## src/rtl/uart_tx_fifo_if.sv

```systemverilog
// Handshake bundle between the APB UART slave / serializer and the TX byte FIFO.
// The master modport is the user side; the slave modport is the FIFO itself.
interface uart_tx_fifo_if #(
  parameter int DATA_WIDTH = 8,
  parameter int FIFO_DEPTH = 16
);
  logic                          wren_tx;
  logic [DATA_WIDTH-1:0]         tx_fifo_data;
  logic                          rden_tx;
  logic                          err_clr;
  logic [DATA_WIDTH-1:0]         tx_rd_data;
  logic                          tx_rd_valid;
  logic                          tx_full;
  logic                          tx_empty;
  logic                          tx_almost_full;
  logic [$clog2(FIFO_DEPTH):0]   tx_count;
  logic                          tx_overflow;
  logic                          tx_underflow;

  modport master (
    output wren_tx, tx_fifo_data, rden_tx, err_clr,
    input  tx_rd_data, tx_rd_valid, tx_full, tx_empty, tx_almost_full,
           tx_count, tx_overflow, tx_underflow
  );

  modport slave (
    input  wren_tx, tx_fifo_data, rden_tx, err_clr,
    output tx_rd_data, tx_rd_valid, tx_full, tx_empty, tx_almost_full,
           tx_count, tx_overflow, tx_underflow
  );
endinterface

```

## src/rtl/uart_tx_fifo.sv

```systemverilog
// Transmit byte FIFO for the APB UART with registered status flags and sticky errors.
// Define UART_TX_FIFO_FWFT_EN for first-word-fall-through reads; default is a registered read.
module uart_tx_fifo #(
  parameter int DATA_WIDTH = 8,
  parameter int FIFO_DEPTH = 16,
  parameter int AF_LEVEL   = 12
) (
  input logic          PCLK,
  input logic          PReset,
  uart_tx_fifo_if.slave bus
);
  localparam int AW = $clog2(FIFO_DEPTH);
  localparam int CW = AW + 1;

  logic [DATA_WIDTH-1:0] mem_q [FIFO_DEPTH];
  logic [AW-1:0]         wr_ptr_q, wr_ptr_d;
  logic [AW-1:0]         rd_ptr_q, rd_ptr_d;
  logic [CW-1:0]         count_q, count_d;
  logic                  full_q, full_d;
  logic                  empty_q, empty_d;
  logic                  af_q, af_d;
  logic                  ovf_q, ovf_d;
  logic                  unf_q, unf_d;
  logic                  push_ok, pop_ok;

  // A pop frees a slot on the same edge, so a push into a full FIFO is legal alongside it.
  always_comb begin
    pop_ok   = bus.rden_tx && !empty_q;
    push_ok  = bus.wren_tx && (!full_q || pop_ok);
    wr_ptr_d = push_ok ? wr_ptr_q + AW'(1) : wr_ptr_q;
    rd_ptr_d = pop_ok  ? rd_ptr_q + AW'(1) : rd_ptr_q;
    case ({push_ok, pop_ok})
      2'b10:   count_d = count_q + CW'(1);
      2'b01:   count_d = count_q - CW'(1);
      default: count_d = count_q;
    endcase
    full_d  = (count_d == CW'(FIFO_DEPTH));
    empty_d = (count_d == '0);
    af_d    = (count_d >= CW'(AF_LEVEL));
    ovf_d   = (bus.wren_tx && !push_ok) ? 1'b1 : (bus.err_clr ? 1'b0 : ovf_q);
    unf_d   = (bus.rden_tx && empty_q)  ? 1'b1 : (bus.err_clr ? 1'b0 : unf_q);
  end

  always_ff @(posedge PCLK) begin
    if (PReset) begin
      wr_ptr_q <= '0;
      rd_ptr_q <= '0;
      count_q  <= '0;
      full_q   <= 1'b0;
      empty_q  <= 1'b1;
      af_q     <= 1'b0;
      ovf_q    <= 1'b0;
      unf_q    <= 1'b0;
    end else begin
      wr_ptr_q <= wr_ptr_d;
      rd_ptr_q <= rd_ptr_d;
      count_q  <= count_d;
      full_q   <= full_d;
      empty_q  <= empty_d;
      af_q     <= af_d;
      ovf_q    <= ovf_d;
      unf_q    <= unf_d;
    end
  end

  always_ff @(posedge PCLK) begin
    if (!PReset && push_ok)
      mem_q[wr_ptr_q] <= bus.tx_fifo_data;
  end

`ifdef UART_TX_FIFO_FWFT_EN
  assign bus.tx_rd_data  = mem_q[rd_ptr_q];
  assign bus.tx_rd_valid = !empty_q;
`else
  logic [DATA_WIDTH-1:0] rd_data_q, rd_data_d;
  logic                  rd_valid_q, rd_valid_d;

  always_comb begin
    rd_data_d  = pop_ok ? mem_q[rd_ptr_q] : rd_data_q;
    rd_valid_d = pop_ok;
  end

  always_ff @(posedge PCLK) begin
    if (PReset) begin
      rd_data_q  <= '0;
      rd_valid_q <= 1'b0;
    end else begin
      rd_data_q  <= rd_data_d;
      rd_valid_q <= rd_valid_d;
    end
  end

  assign bus.tx_rd_data  = rd_data_q;
  assign bus.tx_rd_valid = rd_valid_q;
`endif

  assign bus.tx_full        = full_q;
  assign bus.tx_empty       = empty_q;
  assign bus.tx_almost_full = af_q;
  assign bus.tx_count       = count_q;
  assign bus.tx_overflow    = ovf_q;
  assign bus.tx_underflow   = unf_q;
endmodule
```

## src/flat_wrapper.sv

```systemverilog
// flat-port wrapper written by rule: the top's interface ports become plain ports
module uart_tx_fifo_flat 
#(
  parameter int DATA_WIDTH = 8,
  parameter int FIFO_DEPTH = 16,
  parameter int AF_LEVEL   = 12
)
  (PCLK, PReset, bus_wren_tx, bus_tx_fifo_data, bus_rden_tx, bus_err_clr, bus_tx_rd_data, bus_tx_rd_valid, bus_tx_full, bus_tx_empty, bus_tx_almost_full, bus_tx_count, bus_tx_overflow, bus_tx_underflow);
  uart_tx_fifo_if #(.DATA_WIDTH(DATA_WIDTH), .FIFO_DEPTH(FIFO_DEPTH)) bus_i ();
  input logic PCLK;
  input logic PReset;
  input wire logic [$bits(bus_i.wren_tx)-1:0] bus_wren_tx;
  input wire logic [$bits(bus_i.tx_fifo_data)-1:0] bus_tx_fifo_data;
  input wire logic [$bits(bus_i.rden_tx)-1:0] bus_rden_tx;
  input wire logic [$bits(bus_i.err_clr)-1:0] bus_err_clr;
  output wire logic [$bits(bus_i.tx_rd_data)-1:0] bus_tx_rd_data;
  output wire logic [$bits(bus_i.tx_rd_valid)-1:0] bus_tx_rd_valid;
  output wire logic [$bits(bus_i.tx_full)-1:0] bus_tx_full;
  output wire logic [$bits(bus_i.tx_empty)-1:0] bus_tx_empty;
  output wire logic [$bits(bus_i.tx_almost_full)-1:0] bus_tx_almost_full;
  output wire logic [$bits(bus_i.tx_count)-1:0] bus_tx_count;
  output wire logic [$bits(bus_i.tx_overflow)-1:0] bus_tx_overflow;
  output wire logic [$bits(bus_i.tx_underflow)-1:0] bus_tx_underflow;
  assign bus_i.wren_tx = bus_wren_tx;
  assign bus_i.tx_fifo_data = bus_tx_fifo_data;
  assign bus_i.rden_tx = bus_rden_tx;
  assign bus_i.err_clr = bus_err_clr;
  assign bus_tx_rd_data = bus_i.tx_rd_data;
  assign bus_tx_rd_valid = bus_i.tx_rd_valid;
  assign bus_tx_full = bus_i.tx_full;
  assign bus_tx_empty = bus_i.tx_empty;
  assign bus_tx_almost_full = bus_i.tx_almost_full;
  assign bus_tx_count = bus_i.tx_count;
  assign bus_tx_overflow = bus_i.tx_overflow;
  assign bus_tx_underflow = bus_i.tx_underflow;
  uart_tx_fifo #(.DATA_WIDTH(DATA_WIDTH), .FIFO_DEPTH(FIFO_DEPTH), .AF_LEVEL(AF_LEVEL)) u_core (.PCLK(PCLK), .PReset(PReset), .bus(bus_i));
endmodule
```

## config.mk

```make
export PLATFORM = sky130hd
export DESIGN_NAME = uart_tx_fifo_flat
export DESIGN_NICKNAME = d
export VERILOG_FILES = /design/src/rtl/uart_tx_fifo_if.sv /design/src/rtl/uart_tx_fifo.sv /design/src/flat_wrapper.sv
export SDC_FILE = /design/constraint.sdc
export NUM_CORES = 1
export LEC_CHECK = 0
export BUFFER_PORTS_ARGS = -buffer_cell sky130_fd_sc_hd__buf_2
export CORE_MARGIN = 5
export CORE_UTILIZATION = 55
export CTS_CLUSTER_DIAMETER = 100
export CTS_CLUSTER_SIZE = 40
export DETAILED_ROUTE_END_ITERATION = 12
export GPL_ROUTABILITY_DRIVEN = 1
export HOLD_SLACK_MARGIN = 0.1
export PLACE_DENSITY = 0.81
export SETUP_SLACK_MARGIN = 0.5
export SYNTH_ARGS = -nofsm -noshare
export SYNTH_HDL_FRONTEND = slang
export SYNTH_SLANG_ARGS = --single-unit
```

## constraint.sdc

```tcl
create_clock -name PCLK -period 7.85 [get_ports PCLK]
set_input_delay 0.3925 -clock PCLK [delete_from_list [all_inputs] [get_ports PCLK]]
set_output_delay 0.3925 -clock PCLK [all_outputs]
set_load 0.01 [all_outputs]
```

# After elaboration in Yosys (flattened, before gate mapping)
# Memories as Yosys holds them, arrays and structs flattened. A register that Yosys moved wholly into a read port is not among the register bits.
# Cells that the tools add are included.
dict set report totals {
  register_bits 19
  mem_bits_rw 128
  input_bits 13
  output_inout_bits 19
  wordCells 37
  mem_count 1
}
# name depth width rd rd_ports_with_merged_regs wr line_no
set mem_list {}
lappend mem_list {u_core.mem_q 16 8 1 1 1 uart_tx_fifo.sv:15} ;# logic [DATA_WIDTH-1:0] mem_q [FIFO_DEPTH];
dict set report op_classes {
  add_sub_neg 4
  magnitude_cmp 1
  eq_ne 3
  mux 6
  n_reduce_logical 13
}
# operator n
set ops {}
lappend ops {{5-bit case mux with 2 select lines} 1}
lappend ops {{4-bit by 1-bit adder with 4-bit output, second input constant} 2}
lappend ops {{5-bit by 1-bit adder with 5-bit output, second input constant} 1}
lappend ops {{5-bit == test, second input constant} 1}
lappend ops {{5-bit by 4-bit >= comparator with 1-bit output, second input constant} 1}
lappend ops {{1-bit logical AND} 5}
lappend ops {{5-bit zero test} 1}
lappend ops {{1-bit two-way mux} 5}
lappend ops {{5-bit by 1-bit subtractor with 5-bit output, second input constant} 1}
lappend ops {{1-bit zero test} 4}
lappend ops {{2-bit nonzero test} 2}
lappend ops {{2-bit by 1-bit == test with 1-bit output, second input constant} 1}
lappend ops {{2-bit == test, second input constant} 1}
lappend ops {{1-bit logical OR} 1}

# Longest topological paths before layout
dict set report depth {
  word_depth 7
  mapped_depth 12
  depth_no_buf 11
}

# Worst setup path after synthesis
# OpenSTA, ideal clock, no wires.
dict set report synth_path {
  path_type {register to register}
  start {register u_core.empty_q (netlist: u_core.bus.tx_empty)}
  end {register u_core.full_q (netlist: u_core.bus.tx_full)}
  setup_time_ps 61
  arrival_time_ps 2712
  required_ps 7789
  path_slack_ps 5077
  stages_incl_launch_ff 13
  n_path_buf 1
  period_less_slack_ps 2773
  path_cell_list {dfxtp_1 -> nand2b_1 -> a21boi_1 -> inv_2 -> ha_1 -> buf_4 -> xor2_1 -> ha_1 -> nor2_1 -> o21a_1 -> or4_4 -> a21oi_2 -> and4_1}
}
dict set report synth_between {
  elab_chain_len 7
  word_cells_on_any_way 8
  cone_classes {eq/ne (3); mux (1); reduce/logical (4)}
}
# item line_no
set synth_rtl {}
lappend synth_rtl {{from (decl)} uart_tx_fifo.sv:20} ;# logic empty_q, empty_d;
lappend synth_rtl {{from (signal assigned)} uart_tx_fifo.sv:59} ;# empty_q <= empty_d;
lappend synth_rtl {{1-bit zero test *} uart_tx_fifo.sv:28} ;# pop_ok = bus.rden_tx && !empty_q;
lappend synth_rtl {{1-bit logical AND *} uart_tx_fifo.sv:28}
lappend synth_rtl {{1-bit logical OR} uart_tx_fifo.sv:29} ;# push_ok = bus.wren_tx && (!full_q || pop_ok);
lappend synth_rtl {{1-bit logical AND} uart_tx_fifo.sv:29}
lappend synth_rtl {{2-bit by 1-bit == test with 1-bit output / 2-bit == test (equally long branches)} uart_tx_fifo.sv:32} ;# case ({push_ok, pop_ok})
lappend synth_rtl {{5-bit case mux with 2 select lines *} uart_tx_fifo.sv:32}
lappend synth_rtl {{5-bit == test *} uart_tx_fifo.sv:37} ;# full_d = (count_d == CW'(FIFO_DEPTH));
lappend synth_rtl {{to (signal assigned)} uart_tx_fifo.sv:58} ;# full_q <= full_d;
lappend synth_rtl {{to (decl)} uart_tx_fifo.sv:19} ;# logic full_q, full_d;
# Mark *: on every way between the ends. The rest lies on a longest branch, timed or not.
# A chain may end at the register's enable or synchronous reset.

# Worst setup path in the final report
# Same ends and word-level chain as after synthesis.

==> metrics.md <==
| Metric | Value |
|---|---|
| F_max | `291 MHz` |
| Met3 GRT Util | `3.55%` |
| Reg clk slew, reported paths | `0.07 ns` |
| Reg2reg setup slack | `4.42 ns` |
| Final Non-Filler Cells | `547` |
| Routed Antenna Nets | `0` |
| Cell mode on critical path | `ha_1` |
| Power per cell area | `288 nW/um2` |
| Peak VDD IR | `0.175 mV` |
| Core Util, Final | `63.9%` |
| Vias per cell | `5.97` |
| RSZ-0062 raised after global routing | `no` |
| Rows | `38` |
| RD Place Congestion | `0.801` |
| Diodes inserted | `0` |
| Die Width | `116 um` |
| Fin. Hold Viols | `0` |
| Fin nets | `415` |
| Setup violators final | `0` |
| Synth Warn # | `0` |
| Die area | `13300 um2` |
| Capture point of the worst reg-to-reg path | `u_core.bus.tx_full` |
| Total Routing Usage GR | `19.0%` |
| Post-CTS Hold Fix Bufs | `0` |
| Slew HR | `33.2%` |
| Post-CTS Setup Bufs | `0` |
| Post-route cell area | `6960 um2` |
| CTS buffer count | `17` |
| Worst-path cell chain | `nand2b_1 > a21boi_1 > inv_2 > ha_1 > xor2_1 > ha_1 > nor2_1 > o21a_1 > or4_4 > a21oi_2 > and4_1` |
| Initial antenna violation count | `0` |
| Total grt overflow | `0` |
| GRT Max-Usage Layer | `met2` |
| Die H | `116 um` |
| Leakage power | `2.36 nW` |
| # port buffers | `31` |
| First-pass GRT wire length | `18400 um` |
| Post-route clock period utilization | `43.7%` |
| Most common cell in the netlist | `edfxtp_1` |
| Syn Inst Count | `359` |
| I/O pins | `32` |
| CTS root buffer | `clkbuf_8` |
| Area growth syn-to-layout | `13.7%` |
| Sequential share of the synthesized area | `71.6%` |
| Post-synth EDFFs | `128` |
| CTS tree | `done` |
| Least-Margin Pin Slew | `0.998 ns` |
| Avg Synthesized Cell Area | `17.1 um2` |
| Reg2reg start | `u_core.bus.tx_empty` |
| Vias in the first global route | `3308` |
| PostCTS Resize Cnt | `0` |
| Min cycle time layout | `3.43 ns` |
| Most frequent cells after synthesis | `edfxtp_1, nor2_1, mux4_2, dfxtp_1, a21oi_1` |
| Top cells by area, synth | `edfxtp_1, mux4_2, dfxtp_1, nor2_1, a22oi_1` |
| Max incr delay on CP | `0.54 ns` |
| Final HPWL DP | `7140 um` |
| Largest net degree at the start of global routing | `36` |
| Setup TNS | `0 ns` |
| CORE AREA | `10900 um2` |
| Yosys cell types | `39` |
| Crit end category | `flip-flop` |
| Class of the most critical setup path | `flip-flop to flip-flop` |
| GR Util met2 | `31.3%` |
| WHS Path Cells | `3` |
| Type of origin of the critical path | `flip-flop` |
| Slew Viols, Final | `0` |
| M1 GR Usage | `25.4%` |
| CP Max Fanout | `21` |
| Share of cells above drive strength 1 | `25.8%` |
| Synth Cell Area | `6120 um2` |
| Fillers | `741` |
| CTS Sinks | `155` |
| Initial core utilization | `56.2%` |
| Clock latency on the worst-skew pair | `0.52 ns` |
| Synthesized flop and latch total | `155` |
| Total routed wirelength | `11800 um` |
| Asr flop ratio synth | `0%` |
| Worst reg2reg path depth | `11` |
| Most area-hungry cell type in the Yosys netlist | `edfxtp_1` |
| DP Area | `6390 um2` |
| Pre-Repair DR Iteration Count | `5` |
| Crit path DAT | `3.89 ns` |
| CP max-delay cell | `a21boi_1` |
| Synth Flop Type | `edfxtp_1` |
| Max-Cap Viols | `0` |
| Tot Pwr | `2.00 mW` |
| Synth top area share | `62.8%` |
| Routed wire per std cell | `21.5 um` |
| Status | `finished, final reports clean` |
| Htree depth | `4` |
| WP data required | `8.31 ns` |
| DR iter-0 viols | `395` |
| Syn nets | `380` |
| Hold endpoint | `u_core.bus.tx_underflow` |
| Worst hold path class | `primary input to flip-flop` |
| Skew final | `0.00757 ns` |
| Total placed cells including tap cells | `515` |
| DRC | `0` |
| Clock Path Buffers | `2` |
| Total number of vias | `3266` |
| Hold path start | `bus_rden_tx` |
==> per-stage QoR <==
stage          hold slack (ns)  setup WS [ns]
4_1_cts                  0.119           4.44
2_1_floorplan            0.482           5.08
6_report                 0.138           4.42
3_5_place_dp             0.486           4.36
5_1_grt                  0.159           4.14
3_3_place_gp             0.475           4.47
==> where the power goes <==
part | total [mW] | switching, mW | internal, mW
Clock | 0.780 | 0.347 | 0.434
Sequential | 0.943 | 0.0247 | 0.918
Combinational | 0.277 | 0.151 | 0.126
Total | 2.00 | 0.523 | 1.48
==> cells by family (layout without fill, tap and decap cells) <==
family | Yosys count | in the layout | share of synthesized area (%)
xor gates and xnor gates | 9 | 9 | 1.29
buffers and inverters | 28 | 76 | 2.27
DFF | 155 | 155 | 71.6
AOI/OAI and AO/OA | 50 | 50 | 5.40
adders and majority gates | 8 | 8 | 1.64
muxes | 35 | 35 | 12.3
and+or+nand+nor | 74 | 74 | 5.54
==> worst max path at each step <==
stage	start	end	slack, ns
after floorplan	u_core.bus.tx_empty	u_core.bus.tx_full	5.08
after global placement	bus_rden_tx	u_core.bus.tx_full	4.47
after detailed placement	bus_rden_tx	u_core.bus.tx_full	4.36
after CTS	u_core.bus.tx_empty	u_core.bus.tx_full	4.44
after global routing	u_core.bus.tx_empty	u_core.bus.tx_full	4.14
final	u_core.bus.tx_empty	u_core.bus.tx_full	4.42
==> worst max-delay path, delay by kind of cell (launching register included) <==
kind	cells	cell delay, ns
xor gates and xnor gates	1	0.20
adders and majority gates	2	0.52
AOI/OAI and AO/OA	3	0.95
DFF	1	0.32
buffers and inverters	1	0.10
and+or+nand+nor	4	1.27
==> placed cells by master (no fill, tap or decap), drive strengths merged, types with 2 or more instances in the layout <==
master	synthesis	layout
edfxtp	128	128
nor2	39	39
buf	14	37
mux4	32	32
dfxtp	27	27
a21oi	20	20
a22oi	17	17
clkbuf	7	17
inv	7	14
nand2	12	12
ha	8	8
xor2	7	7
nor3	6	6
clkinv	0	5
nor2b	4	4
nand2b	3	3
nand4	3	3
mux2i	3	3
xnor2	2	2
a211o	2	2
a32oi	2	2
o21a	2	2
o31ai	2	2
clkinvlp	0	2
a21boi	2	2
==> routing by layer <==
metal | share of wire [%] | up-vias | routed length, um
met5 | 0 | - | 0
met4 | 1.6 | 0 | 189
met3 | 6.2 | 20 | 734
met2 | 51 | 118 | 5990
met1 | 41 | 1657 | 4850
li1 | - | 1471 | -
==> registers in the layout, indices dropped and copies added, names as in the netlist, 4 cells and up <==
register,count
u_core.bus.tx_count,5
u_core.bus.tx_rd_data,8
u_core.mem_q,128
u_core.rd_ptr_q,4
u_core.wr_ptr_q,4
==> area by class of cell <==
type | instances | area [um2] | area share, %
inverters | 7 | 26.3 | 0.378
repair buffers | 37 | 200 | 2.88
flip-flops and latches | 155 | 4390 | 63.0
clock inverters | 15 | 158 | 2.27
clock buffers | 17 | 414 | 5.95
multi-input cells | 176 | 1600 | 23.0
well taps | 140 | 175 | 2.52
No activity file was read; power rests on OpenSTA's default activity.
